`src/rtl/ps2_pkg.sv`:
```
// Shared constants and FSM encoding for the PS/2 keyboard front end.
// Scancode prefixes and frame layout live here.
package ps2_pkg;

  localparam logic [7:0] CODE_BREAK = 8'hF0;
  localparam logic [7:0] CODE_EXT   = 8'hE0;
  localparam int         FRAME_BITS = 11;

  typedef enum logic [1:0] {
    IDLE,
    DATA,
    PARITY,
    STOP
  } ps2_state_e;

endpackage

```
`src/rtl/ps2_frame_rx.sv`:
```
// PS/2 device-to-host frame receiver: pad sync, falling-edge detect,
// bit FSM and inactivity timeout. Emits one valid byte per good frame.
module ps2_frame_rx
  import ps2_pkg::*;
#(
  parameter int TIMEOUT_CYCLES = 50000
) (
  input  logic       clock,
  input  logic       reset,
  input  logic       ps2_clk,
  input  logic       ps2_data,
  output logic       byte_valid,
  output logic [7:0] rx_byte,
  output logic       frame_err,
  output logic       timeout
);

  localparam int TW = $clog2(TIMEOUT_CYCLES);
  localparam logic [TW-1:0] TMO_LAST = TW'(TIMEOUT_CYCLES - 1);

  logic clk_s1_q, clk_s2_q, clk_prev_q;
  logic dat_s1_q, dat_s2_q;

  ps2_state_e    state_q, state_d;
  logic [2:0]    bitcnt_q, bitcnt_d;
  logic [7:0]    shift_q, shift_d;
  logic          par_q, par_d;
  logic [TW-1:0] tmo_q, tmo_d;

  logic fall;
  logic tmo_hit;
  logic stop_ok;

  assign fall    = clk_prev_q & ~clk_s2_q;
  // An edge in the same cycle as expiry keeps the frame alive.
  assign tmo_hit = (state_q != IDLE) && !fall && (tmo_q == TMO_LAST);
  assign stop_ok = dat_s2_q & (^{shift_q, par_q});

  always_ff @(posedge clock) begin
    if (reset) begin
      clk_s1_q   <= 1'b1;
      clk_s2_q   <= 1'b1;
      clk_prev_q <= 1'b1;
      dat_s1_q   <= 1'b1;
      dat_s2_q   <= 1'b1;
      state_q    <= IDLE;
      bitcnt_q   <= '0;
      shift_q    <= '0;
      par_q      <= 1'b0;
      tmo_q      <= '0;
    end else begin
      clk_s1_q   <= ps2_clk;
      clk_s2_q   <= clk_s1_q;
      clk_prev_q <= clk_s2_q;
      dat_s1_q   <= ps2_data;
      dat_s2_q   <= dat_s1_q;
      state_q    <= state_d;
      bitcnt_q   <= bitcnt_d;
      shift_q    <= shift_d;
      par_q      <= par_d;
      tmo_q      <= tmo_d;
    end
  end

  always_comb begin
    state_d = state_q;
    unique case (state_q)
      IDLE:    if (fall && !dat_s2_q) state_d = DATA;
      DATA:    if (fall && bitcnt_q == 3'd7) state_d = PARITY;
      PARITY:  if (fall) state_d = STOP;
      STOP:    if (fall) state_d = IDLE;
      default: state_d = IDLE;
    endcase
    if (tmo_hit) state_d = IDLE;
  end

  always_comb begin
    bitcnt_d = bitcnt_q;
    shift_d  = shift_q;
    par_d    = par_q;
    if (fall || state_q == IDLE || tmo_hit) tmo_d = '0;
    else tmo_d = tmo_q + TW'(1);
    if (fall) begin
      unique case (state_q)
        IDLE: bitcnt_d = 3'd0;
        DATA: begin
          shift_d[bitcnt_q] = dat_s2_q;
          bitcnt_d = bitcnt_q + 3'd1;
        end
        PARITY:  par_d = dat_s2_q;
        default: ;
      endcase
    end
  end

  always_comb begin
    byte_valid = (state_q == STOP) && fall && stop_ok;
    frame_err  = ((state_q == STOP) && fall && !stop_ok) || tmo_hit;
    timeout    = tmo_hit;
    rx_byte    = shift_q;
  end

endmodule

```
`src/rtl/ps2_key_src.sv`:
```
// Keyboard source for the register file: turns PS/2 scancodes into
// one gpi_we strobe per make code, dropping break sequences.
module ps2_key_src
  import ps2_pkg::*;
#(
  parameter int TIMEOUT_CYCLES = 50000
) (
  input  logic       clock,
  input  logic       reset,
  input  logic       ps2_clk,
  input  logic       ps2_data,
  output logic [7:0] gpi,
  output logic       gpi_we,
  output logic       ext_flag,
  output logic       frame_err
);

  logic       byte_valid;
  logic [7:0] rx_byte;
  logic       rx_err;
  logic       rx_tmo;

  logic [7:0] gpi_q, gpi_d;
  logic       gpi_we_q, gpi_we_d;
  logic       ext_flag_q, ext_flag_d;
  logic       frame_err_q, frame_err_d;
  logic       brk_pend_q, brk_pend_d;
  logic       ext_pend_q, ext_pend_d;

  ps2_frame_rx #(
    .TIMEOUT_CYCLES(TIMEOUT_CYCLES)
  ) u_rx (
    .clock     (clock),
    .reset     (reset),
    .ps2_clk   (ps2_clk),
    .ps2_data  (ps2_data),
    .byte_valid(byte_valid),
    .rx_byte   (rx_byte),
    .frame_err (rx_err),
    .timeout   (rx_tmo)
  );

  always_ff @(posedge clock) begin
    if (reset) begin
      gpi_q       <= '0;
      gpi_we_q    <= 1'b0;
      ext_flag_q  <= 1'b0;
      frame_err_q <= 1'b0;
      brk_pend_q  <= 1'b0;
      ext_pend_q  <= 1'b0;
    end else begin
      gpi_q       <= gpi_d;
      gpi_we_q    <= gpi_we_d;
      ext_flag_q  <= ext_flag_d;
      frame_err_q <= frame_err_d;
      brk_pend_q  <= brk_pend_d;
      ext_pend_q  <= ext_pend_d;
    end
  end

  always_comb begin
    gpi_d       = gpi_q;
    gpi_we_d    = 1'b0;
    ext_flag_d  = ext_flag_q;
    frame_err_d = rx_err;
    brk_pend_d  = brk_pend_q;
    ext_pend_d  = ext_pend_q;
    if (rx_tmo) begin
      brk_pend_d = 1'b0;
      ext_pend_d = 1'b0;
    end
    if (byte_valid) begin
      unique case (1'b1)
        rx_byte == CODE_BREAK: brk_pend_d = 1'b1;
        rx_byte == CODE_EXT:   ext_pend_d = 1'b1;
        brk_pend_q: begin
          brk_pend_d = 1'b0;
          ext_pend_d = 1'b0;
        end
        default: begin
          gpi_d      = rx_byte;
          ext_flag_d = ext_pend_q;
          gpi_we_d   = 1'b1;
          ext_pend_d = 1'b0;
        end
      endcase
    end
  end

  assign gpi       = gpi_q;
  assign gpi_we    = gpi_we_q;
  assign ext_flag  = ext_flag_q;
  assign frame_err = frame_err_q;

endmodule

```
`config.mk`:
```
export PLATFORM = sky130hd
export DESIGN_NAME = ps2_key_src
export DESIGN_NICKNAME = d
export VERILOG_FILES = /design/src/rtl/ps2_pkg.sv /design/src/rtl/ps2_frame_rx.sv /design/src/rtl/ps2_key_src.sv
export SDC_FILE = /design/constraint.sdc
export NUM_CORES = 1
export LEC_CHECK = 0
export ABC_AREA = 1
export CORE_ASPECT_RATIO = 1.5
export CORE_MARGIN = 4
export CORE_UTILIZATION = 58
export CTS_CLUSTER_DIAMETER = 60
export DETAILED_ROUTE_END_ITERATION = 16
export MAX_ROUTING_LAYER = met4
export PLACE_DENSITY = 0.89
export REMOVE_ABC_BUFFERS = 1
export SYNTH_ARGS = -nofsm -noshare
export SYNTH_HDL_FRONTEND = slang
export SYNTH_SLANG_ARGS = --single-unit
```
`constraint.sdc`:
```
create_clock -name clock -period 2.4 [get_ports clock]
set_clock_uncertainty 0.1 [all_clocks]
set_input_delay 0.24 -clock clock [delete_from_list [all_inputs] [get_ports clock]]
set_output_delay 0.24 -clock clock [all_outputs]
set_load 0.01 [all_outputs]
```
==> metrics.md <==
| Metric | Value |
|---|---|
| CTS Buf Count | 5 |
| Dominant cell type by area after synthesis | dfxtp_1 |
| Iter 0 DRT Violations | 108 |
| Top-area cell type share of the netlist area | 40.46% |
| Hold Buf Count CTS | 0 |
| PostCTS Resize Cnt | 0 |
| Pins Over Slew Limit | 0 |
| Sequential share of the synthesized area | 40.46% |
| CTS Sinks | 48 |
| Startpoint types | register |
| Setup TNS | 0 ns |
| Port Buffers | 14 |
| Worst-Margin Slew | 0.5350 ns |
| # IOs | 15 |
| Root buffer cell | clkbuf_8 |
| HP Class | reg2reg |
| Status | finished clean |
| Worst skew pair latency | 0.31 ns |
| CP cell instances | ha_1, nand2_1, nor2_1, nand2_1, nor3_1, nand2_1, nand3_1, o21bai_1, a21oi_1 |
| Crit path kind | reg2reg |
| Area of the core | 3959 µm² |
| CTS clock-pin slew for the worst setup and hold paths | 0.09 ns |
| Critical path required time | 2.51 ns |
| Fin util | 67.92% |
| Syn Inst Count | 333 |
| DIE AREA | 5203 µm² |
| Number of flops mapped to enable cells by yosys | 0 |
| Endpoints failing hold | 0 |
| Critical path's largest stage delay | 0.40 ns |
| P per Cell Area | 576.5 nW/µm² |
| Mux cell area share after synthesis | 0% |
| Commonest cells after routing, fill and taps aside | nand2_1 (72), dfxtp_1 (48), inv_1 (42) |
| Pre-CTS WS | 0.3968 ns |
| Hpwl dp | 3.382 mm |
| Rows | 28 |
| Crit path DAT | 2.12 ns |
| Switching power | 0.3594 mW |
| Max Fclk | 497.7 MHz |
| Peak supply drop | 0.5522 mV |
| Switching Fraction | 23.19% |
| Clk pwr share | 39.7% |
| Worst path depth | 9 |
| Largest fanout on the critical path | 15 |
| Clk buf depth | 2 |
| Largest family of logic cells by synthesized area | simple AND/OR/NAND/NOR gates |
| CP endpoint | u_rx.tmo_q[14] |
| Comb power frac | 7.3% |
| CTS tree | done |
| Final setup margin | 0.3910 ns |
| Vias in the first global route | 1951 |
| Final setup violation count | 0 |
| H-tree Lvls | 2 |
| Asr flop ratio synth | 0% |
| Final Non-Filler Cells | 397 |
| Die X-Extent | 60.25 µm |
| WP buf/inv | 0 |
| CP most frequent cell | nand2_1 |
| Mean Syn Cell Area | 7.131 µm² |
| Via count | 2113 |
| Routed vias/inst | 5.322 |
| R2r setup slk | 0.39 ns |
| Largest net degree at the start of global routing | 19 |
| Ys flop type | dfxtp_1 |
| Area growth syn-to-layout | 13.22% |
| Synth area leaders | dfxtp_1 (40%), nand2_1 (11%), inv_1 (6.6%) |
| Slowest-stage cell, CP | nand3_1 |
| Adder-Cell Fraction of Synth Area | 3.688% |
| Post-synthesis instance area | 2375 µm² |
| Placed cells | 389 |
| Critical path's top delay family | simple AND/OR/NAND/NOR gates |
| Reg2reg end | u_rx.tmo_q[14] |
| TritonRoute pass-1 iters | 4 |
| Die Y | 86.37 µm |
| Max-cap violations | 0 |
| Crit path capture type | register |
| Compound-Gate Fraction of Synth Area | 10.64% |
| Postcts setup bufs | 0 |
| Fin crit share | 83.71% |
| Simple-gate share of the synthesized area | 35.62% |
| P_int | 1.191 mW |
| Final nets | 362 |
| Initial antenna violation count | 0 |
| Reg2reg start | u_rx.tmo_q[0] |
| Antenna Cells | 0 |
| Drt wl/cell | 11.43 µm |
| Layout cell share with drive strength beyond 1 | 10.23% |
| Initial Util | 59.99% |
| Routed WL | 4.537 mm |
| Fin crit period | 2.009 ns |
| RSZ-0062 raised after global routing | false |
| Max-slew headroom | 64.24% |
| Total GRT Usage | 19.76% |
| GR Overflow Total | 0 |
| Most common cell after layout, fill and taps aside | nand2_1 |
| First-pass GRT wire length | 7.831 mm |
| Unique masters post-synth | 30 |
| Reg2Reg Depth | 9 |
| Routability cong. | 0.8876 |
| DRT antenna net count | 0 |
| Reg power frac | 53.0% |
| Critical Path Start | u_rx.tmo_q[0] |
| Leak | 1.042 nW |
| Synth warn | 0 |
| FILL cells | 329 |
| XOR/XNOR share of the synthesized area | 1.106% |
| DRC | 0 |
| Post-synthesis register bit count | 48 |
[power by group through the flow]
stage               clock network, mW  logic (mW)  registers, mW
floorplan                           0      0.0815          0.837
global placement                    0       0.108          0.838
detailed placement                  0       0.113          0.839
CTS                             0.623       0.114          0.821
global route                    0.645       0.128          0.823
finish                          0.615       0.114          0.821
[per-layer routing]
metal	vias up	wire (µm)	global-route usage (%)
li1	1114	-	-
met1	953	1869	19.98
met2	40	2429	36.02
met3	6	161	3.130
met4	0	76	8.468
met5	-	0	-
[metrics by stage]
stage	hold slack, ns	area, µm²	total power, mW
finish	0.3201	2689	1.550
global placement	0.2965	2567	0.9464
global route	0.3339	2689	1.596
detailed placement	0.3017	2567	0.9524
floorplan	0.2091	2349	0.9182
CTS	0.3243	2689	1.557
[cell families (layout without fill, tap and decap cells)]
kind of cell	after synthesis	after routing
AOI/OAI and AO/OA	48	48
DFF	48	48
and+or+nand+nor	175	175
buffers and inverters	52	71
xor gates and xnor gates	3	3
adders and majority gates	7	7
[state kept, by name, indices dropped and copies added (netlist names), 2 cells and up]
name / count
u_rx.rx_byte: 8
u_rx.state_q: 2
gpi: 8
u_rx.tmo_q: 16
u_rx.bitcnt_q: 3
[cell type report]
class	count	area, µm²	area share [%]
multi-input combinational	233	1212	45.09
sequential	48	960.9	35.74
clock inverter	2	38.79	1.443
clock buffer	6	82.58	3.071
inverter	46	175.2	6.515
tap	45	56.30	2.094
timing repair buffer	17	162.7	6.049
[worst min-delay path by stage]
stage | start | to | slack [ns] | cells after the start
finish | u_rx.clk_s1_q | u_rx.clk_s2_q | 0.32 | 1
global route | u_rx.dat_s1_q | u_rx.dat_s2_q | 0.33 | 1
CTS | u_rx.clk_s2_q | u_rx.clk_prev_q | 0.32 | 2
detailed placement | u_rx.dat_s1_q | u_rx.dat_s2_q | 0.30 | 1
global placement | u_rx.dat_s1_q | u_rx.dat_s2_q | 0.30 | 1
floorplan | reset | ext_pend_q | 0.21 | 1
[cell usage after synthesis, types with 2 or more instances]
cell type and count:
nand2_2 4, o21a_1 3, nand4_1 12, nor4_1 2, nor2_2 5, inv_1 42
nor3_1 6, o21bai_1 2, o21ai_0 15, nor2_1 41, nor3b_1 3, or2_2 4
nand2_1 72, ha_1 7, a21oi_1 28, nor2_4 2, inv_2 3, nand3_1 18
clkbuf_1 4, dfxtp_1 48, xor2_1 2, nand3_2 2
(Power assumes the default switching activity.)
